$ cat config.mk
export PLATFORM = sky130hd
export DESIGN_NAME = fetch_stage
export DESIGN_NICKNAME = d
export VERILOG_FILES = /design/src/rtl/fetch_stage_pkg.sv /design/src/rtl/fetch_stage_imem_rom.sv /design/src/rtl/fetch_stage.sv
export SDC_FILE = /design/constraint.sdc
export NUM_CORES = 1
export LEC_CHECK = 0
export ABC_CLOCK_PERIOD_IN_PS = 20100
export CAP_MARGIN = 30
export CORE_MARGIN = 2
export CORE_UTILIZATION = 46
export CTS_CLUSTER_SIZE = 8
export DETAILED_ROUTE_END_ITERATION = 7
export DONT_BUFFER_PORTS = 1
export SYNTH_ARGS = -nofsm -noshare
export SYNTH_HDL_FRONTEND = slang
export SYNTH_HIERARCHICAL = 1
export SYNTH_SLANG_ARGS = --single-unit
$ cat constraint.sdc
create_clock -name clk -period 20.1 [get_ports clk]
set_clock_uncertainty 0.15 [all_clocks]
set_input_delay 4.02 -clock clk [delete_from_list [all_inputs] [get_ports clk]]
set_output_delay 4.02 -clock clk [all_outputs]
set_load 0.01 [all_outputs]
$ cat src/rtl/fetch_stage_pkg.sv
// Shared constants for the fetch stage: reset and exception PCs, next-PC select
// encodings, exception codes, and the instruction image placed in the ROM.
package fetch_stage_pkg;

   localparam logic [31:0] PC_BEGIN_DFLT   = 32'h0000_3000;
   localparam logic [31:0] EXC_VECTOR_DFLT = 32'h0000_4180;
   localparam int          IMEM_WORDS_DFLT = 4096;

   typedef enum logic [1:0] {
      NPC_PC4 = 2'd0,
      NPC_BR  = 2'd1,
      NPC_J   = 2'd2,
      NPC_JR  = 2'd3
   } npc_sel_e;

   localparam logic [4:0] EXC_ADEL = 5'd4;
   localparam logic [4:0] EXC_NONE = 5'd0;

   // Program image stand-in for code.txt. It is a pure function of the word index,
   // so every ROM word is distinct and the image needs no file at elaboration.
   function automatic logic [31:0] rom_word(input logic [31:0] idx);
      return (idx * 32'h9E37_79B9) ^ 32'h2400_0000;
   endfunction

endpackage

$ cat src/rtl/fetch_stage_imem_rom.sv
// Instruction ROM: WORDS x 32, combinational read.
module imem_rom
   import fetch_stage_pkg::*;
#(
   parameter  int WORDS = IMEM_WORDS_DFLT,
   localparam int AW    = $clog2(WORDS)
) (
   input  logic [AW-1:0] addr,
   output logic [31:0]   rdata
);

   assign rdata = rom_word(32'(addr));

endmodule

$ cat src/rtl/fetch_stage.sv
// Fetch stage: PC register, next-PC selection with CP0 redirects, fetch address
// checking, and the instruction ROM read.
module fetch_stage
   import fetch_stage_pkg::*;
#(
   parameter logic [31:0] PC_BEGIN   = PC_BEGIN_DFLT,
   parameter logic [31:0] EXC_VECTOR = EXC_VECTOR_DFLT,
   parameter int          IMEM_WORDS = IMEM_WORDS_DFLT
) (
   input  logic        clk,
   input  logic        reset,
   input  logic        en,
   input  logic [1:0]  npc_sel,
   input  logic [31:0] PC_D,
   input  logic [15:0] imm16_D,
   input  logic [25:0] j_index_D,
   input  logic [31:0] jr_target,
   input  logic        exc_req,
   input  logic        eret_req,
   input  logic [31:0] epc,
   output logic [31:0] IR_F,
   output logic [31:0] PC_F,
   output logic        exc_F,
   output logic [4:0]  exc_code_F,
   output logic [31:0] fetch_cnt
);

   localparam int          AW      = $clog2(IMEM_WORDS);
   localparam logic [31:0] PC_LAST = PC_BEGIN + 32'(4 * IMEM_WORDS) - 32'd4;

   logic [31:0]   pc_q, pc_d;
   logic [31:0]   cnt_q, cnt_d;
   logic [31:0]   pc_d4;
   logic [31:0]   br_off;
   logic          adv;
   logic          addr_err;
   logic [AW-1:0] rom_idx;
   logic [31:0]   rom_data;

   assign pc_d4  = PC_D + 32'd4;
   assign br_off = {{14{imm16_D[15]}}, imm16_D, 2'b00};

   // CP0 redirects bypass the stall; a stall holds both PC and the counter.
   always_comb begin
      pc_d = pc_q;
      adv  = 1'b0;
      if (exc_req) begin
         pc_d = EXC_VECTOR;
         adv  = 1'b1;
      end else if (eret_req) begin
         pc_d = epc;
         adv  = 1'b1;
      end else if (en) begin
         adv = 1'b1;
         case (npc_sel_e'(npc_sel))
            NPC_PC4: pc_d = pc_q + 32'd4;
            NPC_BR:  pc_d = pc_d4 + br_off;
            NPC_J:   pc_d = {pc_d4[31:28], j_index_D, 2'b00};
            NPC_JR:  pc_d = jr_target;
            default: pc_d = pc_q + 32'd4;
         endcase
      end
      cnt_d = adv ? cnt_q + 32'd1 : cnt_q;
   end

   always_ff @(posedge clk) begin
      if (reset) begin
         pc_q  <= PC_BEGIN;
         cnt_q <= '0;
      end else begin
         pc_q  <= pc_d;
         cnt_q <= cnt_d;
      end
   end

   assign addr_err = (pc_q[1:0] != 2'b00) || (pc_q < PC_BEGIN) || (pc_q > PC_LAST);
   // A bad PC never reaches the ROM address; word 0 is read and then discarded.
   assign rom_idx  = addr_err ? '0 : AW'((pc_q - PC_BEGIN) >> 2);

   imem_rom #(.WORDS(IMEM_WORDS)) u_rom (
      .addr  (rom_idx),
      .rdata (rom_data)
   );

   assign PC_F       = pc_q;
   assign fetch_cnt  = cnt_q;
   assign IR_F       = addr_err ? 32'h0 : rom_data;
   assign exc_F      = addr_err;
   assign exc_code_F = addr_err ? EXC_ADEL : EXC_NONE;

endmodule

* Yosys cells after proc, flatten, opt, wreduce, memory -nomap -nowiden *
Cells that the tools add are included.

cells by class
  magnitude comparators = 2
  $add $sub $neg = 5
  multipliers = 1
  equal/unequal tests = 3
  muxes and demuxes = 10
  reduce and logical (&&, ||, !) cells = 7
  bitwise operators = 1

operators by type and width
  operator                                                                            count
  32-bit one-hot mux with 4 select lines                                              1
  32-bit two-way mux                                                                  3
  32-bit by 3-bit adder with 32-bit output (second input constant)                    2
  32-bit by 1-bit adder with 32-bit output (second input constant)                    1
  32-bit adder                                                                        1
  32-bit by 15-bit greater-than comparator with 1-bit output (second input constant)  1
  32-bit by 14-bit less-than comparator with 1-bit output (second input constant)     1
  12-bit by 32-bit multiplier with 32-bit output (second input constant)              1
  15-bit two-way mux                                                                  1
  14-bit subtractor (second input constant)                                           1
  12-bit two-way mux                                                                  1
  2-bit equality test (second input constant)                                         2
  2-bit nonzero test                                                                  2
  1-bit two-way mux                                                                   3
  3-bit two-way mux                                                                   1
  3-bit nonzero test                                                                  1
  2-bit by 1-bit equality test with 1-bit output (second input constant)              1
  2-bit zero test                                                                     1
  1-bit logical OR                                                                    2
  2-bit inverter                                                                      1
  2-bit OR reduction                                                                  1

storage, ports and cells
  bits of input ports = 145
  bits in registers = 64
  logic and storage cells = 32
  output and inout port bits = 102

* Logic depth before layout (Yosys ltp) *
Gate-level depths: netlist (run 1).

  depth in word-level cells = 7
  depth in mapped cells = 30
  gate-level depth less buffers = 30

* Cells and area by module *
Netlist (run 1), hierarchy kept.

modules (own cells, without submodules)
  module       area each (um^2)  sequential area each (um^2)  times used  cells each
  fetch_stage  6,780.3           1,281.2                      1           895
  imem_rom     5,159.9           0.0                          1           566

* Least setup slack after synthesis (run 1) *
OpenSTA, ideal clock, no wires.

  path kind = register -> output
  from = register pc_q[2] (netlist: PC_F[2])
  to = output port IR_F[24]
  stages on the path, launching flop included = 27
  path buffers = 0
  data arrival time = 6,850 ps
  required time = 15,930 ps
  slack = 9,080 ps
  path through = dfxtp_1 > ha_1 > nand4_1 > nor3_2 > nand2_1 > nand3_1 > o21ai_0 > nor3_1 > inv_1 > nor2_1 > fa_1 > inv_1 > fa_1 > fa_1 > inv_1 > fa_1 > inv_1 > fa_1 > inv_1 > ha_1 > o21a_1 > nor2_1 > a31oi_4 > o311ai_2 > or4b_1 > o311ai_1 > and2_1

between the ends
  word-level cells in the longest chain between the ends = 6
  elaborated cells between the ends (all ways) = 8
  those cells by class = add/sub (1); mul (1); order compare (2); mux (2); reduce/logical (2)

ends and longest elaborated chain
  element                                                  line                   source
  start, declared                                          fetch_stage.sv:31      logic [31:0] pc_q, pc_d;
  start signal, assigned                                   fetch_stage.sv:71      pc_q <= pc_d;
  32-bit by 14-bit less-than comparator with 1-bit output  fetch_stage.sv:76      assign addr_err = (pc_q[1:0] != 2'b00) || (pc_q < PC_BEGIN) || (pc_q > PC_LAST);
  1-bit logical OR                                         fetch_stage.sv:76
  1-bit logical OR (*)                                     fetch_stage.sv:76
  net exc_F                                                fetch_stage.sv:23      output logic exc_F,
  12-bit two-way mux (*)                                   fetch_stage.sv:78      assign rom_idx = addr_err ? '0 : AW'((pc_q - PC_BEGIN) >> 2);
  net rom_idx[10]                                          fetch_stage.sv:37      logic [AW-1:0] rom_idx;
  12-bit by 32-bit multiplier with 32-bit output (*)       fetch_stage_pkg.sv:22  return (idx * 32'h9E37_79B9) ^ 32'h2400_0000;
  net rom_data[24]                                         fetch_stage.sv:38      logic [31:0] rom_data;
  32-bit two-way mux (*)                                   fetch_stage.sv:87      assign IR_F = addr_err ? 32'h0 : rom_data;
  end, declared                                            fetch_stage.sv:21      output logic [31:0] IR_F,

Mark *: on every way through the listed nets, which the timed path passes. The rest lies on a longest branch.

* Final worst setup path (run 1) *
  from = register pc_q[3] (netlist: PC_F[3])
  to = output port IR_F[28]

Same word-level chain as after synthesis.

==> results of run 1 <==
==> cell usage in the layout, fill, tap and decap left out, types with 5 or more instances in the layout <==
cell / count
clkbuf_16: 9
nor4b_1: 5
o211ai_1: 7
a21oi_1: 88
nand2_1: 100
a221oi_1: 10
o21ai_1: 12
nand2b_1: 9
nand4_1: 26
a31oi_1: 12
nand3_1: 40
dfxtp_1: 64
o21ai_0: 40
nor3_1: 17
o22ai_1: 5
nor2_1: 114
and3_1: 28
mux4_2: 17
nor3b_1: 8
or3_1: 11
inv_1: 222
and2_1: 45
and4_1: 5
xnor2_1: 82
nor2b_1: 14
a21o_1: 23
o21a_1: 7
xor2_1: 51
fa_1: 110
ha_1: 120
mux2i_1: 12
nor4_1: 9
==> kinds of logic (layout without fill, tap and decap cells) <==
group,Yosys count,in the layout,synth area share [%]
AO/OA/AOI/OAI,270,270,15.5
XOR/XNOR,134,134,9.89
adder cells (fa/ha/maj),230,230,31.0
buffers and inverters,281,242,9.15
flip-flops,64,64,10.7
multiplexers,33,33,4.59
other,1,6,0.0314
AND/OR/NAND/NOR,448,448,19.1
==> layout make-up <==
class	count	area, µm²
Multi-Input combinational cell	1119	9580
Timing Repair Buffer	4	30.0
Inverter	223	837
Clock buffer	13	270
Sequential cell	64	1280
Tap cell	330	413
Antenna cell	2	5.00
Clock inverter	2	37.5
Fill cell	2550	12900
==> per-stage QoR <==
stage	cells	cell area, µm²
global route	1756	12500
floorplan	1464	12000
global placement	1740	12100
CTS	1755	12500
finish	1757	12500
detailed placement	1740	12100
==> final timing paths <==
check | start | cells past startpoint | to
max | PC_F[3] | 27 | IR_F[28]
min | fetch_cnt[22] | 2 | fetch_cnt[22]
max reg2reg | PC_F[7] | 9 | PC_F[23]
min reg2reg | fetch_cnt[22] | 2 | fetch_cnt[22]
==> worst max-delay path, delay by kind of cell (launching register included) <==
family / cells / cell delay (ps)
fa+ha+maj: 7 / 3300
buf+inv: 6 / 920
simple gates: 9 / 2100
flops: 1 / 480
compound gates: 5 / 1220
==> routing by layer <==
layer	vias up	share of wire [%]
li1	4844	-
met1	4761	42
met2	275	48
met3	26	7.8
met4	0	1.3
met5	-	0
==> synthesized netlist by cell type, types with 6 or more instances <==
| cell type | count |
|---|---|
| buf_2 | 6 |
| mux2i_1 | 12 |
| nor3b_1 | 8 |
| clkbuf_1 | 40 |
| inv_1 | 222 |
| nand4_1 | 26 |
| and3_1 | 28 |
| a21oi_1 | 88 |
| nor4_1 | 9 |
| a221oi_1 | 10 |
| nand2_1 | 100 |
| nand3_1 | 40 |
| ha_1 | 120 |
| dfxtp_1 | 64 |
| nor2_1 | 114 |
| nand2b_1 | 9 |
| and2_1 | 45 |
| fa_1 | 110 |
| o21ai_1 | 12 |
| o21a_1 | 7 |
| buf_4 | 8 |
| a21o_1 | 23 |
| a31oi_1 | 12 |
| nor3_1 | 18 |
| or3_1 | 11 |
| xor2_1 | 51 |
| o21ai_0 | 40 |
| o211ai_1 | 7 |
| nor2b_1 | 14 |
| xnor2_1 | 82 |
| mux4_2 | 17 |
==> power by group <==
group / internal (µW) / switching (µW)
sequential: 131 / 10.5
clock: 106 / 60.0
combinational: 86.4 / 119
==> flip-flops by register name, indices dropped and copies added, names as in the netlist, named ones only <==
register / flops
PC_F: 30
fetch_cnt: 32
==> flow_summary.ini, run 1 <==
[run_status]
outcome = completed

[clocking]
cts_tree = done
cts_max_level = 3
clock-sinks = 64
cts_buffers = 9
post_cts_buffers = 0
clk_pin_slew_worst_paths_ps = 60
clock_path_buffers = 2
ctsRootBufferMaster = clkbuf_16
clkLatencyLatePin_ps = 340
post_cts_resized = 0
cts_hold_buf = 0

[grt]
grt_max_degree = 68
grt.busiest_layer = met2
grt-ovfl-total = 0
grt_usage_pct = 26.4
use_met3_pct = 7.32
grt_pass1_vias = 10100
antenna_found_initial = 2
grt_pass1_wl_mm = 55.5
met1_usage_pct = 33.0
use_met2_pct = 45.8

[die]
coreArea_mm2 = 0.0253
die_w_um = 165
rows = 58
ios = 247
initial_core_util_pct = 47.1
die_y_um = 165
dieArea_mm2 = 0.0273

[sta]
fin_crit_ps = 12540
slew-limit-headroom_pct = 45.9
hold_violations = 0
rsz0062_at_grt = no
fin_crit_sh_pct = 62.4
holdWs_ps = 391
fmax_mhz = 79.8
layout_setup_ws_ps = 7560
worst_pin_slew_ps = 810
tns_ps = 0
slew_viol_final = 0
setup_viol = 0

[route]
firstDrtPassIters = 5
wl_per_cell_um = 20.2
vias = 9906
drc = 0
via_per_inst = 5.64
drtIter0Drc = 633
ant_nets = 0
wirelength_mm = 35.5

[synth]
synth_area_leader_cell = fa_1
yosysUniqueCellTypes = 89
synth-edff-count = 0
synth_area_mm2 = 0.0119
synth_area_leaders = fa_1 18%, ha_1 13%, dfxtp_1 11%
synth_cells = 1461
yosys_warnings = 6
synth-seq-cells = 64
syn_avg_cell_area_um2 = 8.17
ys_seq_area_share_pct = 10.7
async_flop_share_pct = 0
yosysTopAreaCellShare_pct = 18.4
ys.flop_type = dfxtp_1

[critical_path]
slowest_stage = fa_1
cp-end-kind = output port
worstPathMaxFanout = 41
reg2reg_setup_slack_ps = 17200
crit_path_start_kind = flop
worstPathArrival_ps = 8370
worst-setup-path-type = flop to output port
required_ps = 15930
slowest_delay_ps = 570

[power]
power_density_mw_per_mm2 = 41.2
p_leak_uw = 0.00569
ir_worst_vdd_uv = 37.9
power_uw = 513

[final_layout]
utilization_pct = 49.2
syn_to_final_growth_pct = 4.33
drive_gt1_share_pct = 5.33
final_net_count = 1796

[flow_run]
max_cap_violations = 0

[place]
port_buffers = 0
gp_congestion = 0.966
preCtsSetupSlack_ps = 7810
hpwl_mm = 29.9

[min_path]
hold_path.class = flop to flop
No activity file was read; power rests on OpenSTA's default activity.
==> run 2, diff against run 1 <==
Settings changed: ABC_CLOCK_PERIOD_IN_PS 20100 to 12000.
Clock period 20.1 ns to 12 ns, I/O delays scaled along.
==> flow_summary.ini, run 2 (synthesis results as in run 1) <==
[run_status]
outcome = completed

[clocking]
post_cts_buffers = 0
clock-sinks = 64
ctsRootBufferMaster = clkbuf_16
cts_hold_buf = 0
clock_path_buffers = 2
clkLatencyLatePin_ps = 340
cts_tree = done
cts_max_level = 3
clk_pin_slew_worst_paths_ps = 60
cts_buffers = 9
post_cts_resized = 0

[place]
port_buffers = 0
hpwl_mm = 29.9
gp_congestion = 0.931
dp_cells = 1740

[route]
wirelength_mm = 35.6
ant_nets = 0
firstDrtPassIters = 7
drc = 0
drtIter0Drc = 704
via_per_inst = 5.68
vias = 9984
wl_per_cell_um = 20.2

[critical_path]
crit_path_start_kind = flop
r2r_start = PC_F[7]
slowest_stage = fa_1
worstPathArrival_ps = 8330
worstSetupStartpoint = PC_F[3]
cp-end-kind = output port
required_ps = 9450
slowest_delay_ps = 570
worst-setup-path-type = flop to output port
worstPathMaxFanout = 41

[final_layout]
largest_reg_flops = 32
final_common_cell = inv_1
fillers = 2528
final_net_count = 1796
syn_to_final_growth_pct = 4.72
utilization_pct = 49.4
final_cells = 1758
final_cell_mix = 222 x inv_1, 120 x ha_1, 114 x nor2_1, 110 x fa_1, 100 x nand2_1
multi_input_area_mm2 = 0.00958
seq_area_mm2 = 0.00128
drive_gt1_share_pct = 5.47

[die]
die_y_um = 165
rows = 58
coreArea_mm2 = 0.0253
ios = 247
dieArea_mm2 = 0.0273
initial_core_util_pct = 47.1
die_w_um = 165

[power]
ir_worst_vdd_uv = 62.3
power_density_mw_per_mm2 = 71.9
p_leak_uw = 0.00571

[sta]
setup_viol = 0
fmax_mhz = 91.9
tns_ps = 0
slew-limit-headroom_pct = 46.7
fin_crit_sh_pct = 90.7
holdWs_ps = 397
hold_violations = 0
rsz0062_at_grt = no
fin_crit_ps = 10880
worst_pin_slew_ps = 797
slew_viol_final = 0

[min_path]
worstHoldStart = fetch_cnt[14]
hold_path.class = flop to flop

[grt]
grt_pass1_vias = 10000
grt_pass1_wl_mm = 55.8
grt_max_degree = 68
antenna_found_initial = 2
grt_usage_pct = 26.5
grt-ovfl-total = 0

[flow_run]
max_cap_violations = 0
run 2: path summary, 6_finish.rpt:
kind / depth (start not counted) / slack [ps] / endpoint
min: 2 / 400 / fetch_cnt[14]
max reg2reg: 9 / 9080 / PC_F[23]
max: 28 / 1120 / IR_F[31]
min reg2reg: 2 / 400 / fetch_cnt[14]
run 2: area by class of cell:
| type | instances | area share (%) |
|---|---|---|
| well taps | 330 | 3.30 |
| flip-flops and latches | 64 | 10.2 |
| inverters | 223 | 6.69 |
| clock buffers | 10 | 1.91 |
| multi-input cells | 1119 | 76.6 |
| diodes | 2 | 0.0400 |
| clock inverters | 6 | 0.921 |
| repair buffers | 4 | 0.240 |
run 2: report_power, final:
group	switching, µW	internal [µW]	total (µW)
registers	17.7	219	237
logic	201	146	346
clock network	106	210	315
run 2: critical path, delay by kind of cell, from the launching register on:
family / cells / cell delay (ps)
AO/OA/AOI/OAI: 6 / 1200
XOR/XNOR: 1 / 190
adder cells (fa/ha/maj): 7 / 3310
AND/OR/NAND/NOR: 8 / 1840
flip-flops: 1 / 470
buffers and inverters: 6 / 940
run 2: routing by layer:
metal	global-route usage (%)	up-vias	part of all wire, %
met5	0	-	0
met4	4.78	0	1.4
met2	44.9	317	48
li1	-	4839	-
met3	7.09	32	7.7
met1	34.2	4796	43
run 2: per-stage QoR:
stage | area (µm²) | power [µW] | setup WS, ps
2_1_floorplan | 12000 | 518 | 2600
4_1_cts | 12500 | 905 | 1060
5_1_grt | 12500 | 959 | 572
6_report | 12500 | 899 | 1120
3_3_place_gp | 12100 | 584 | 1590
3_5_place_dp | 12100 | 587 | 1410
==> run 3, diff against run 2 <==
Settings changed: CTS_CLUSTER_DIAMETER set to 120.
==> results of run 3 <==
Final layout, timing and power as in run 2 (identical DEF).
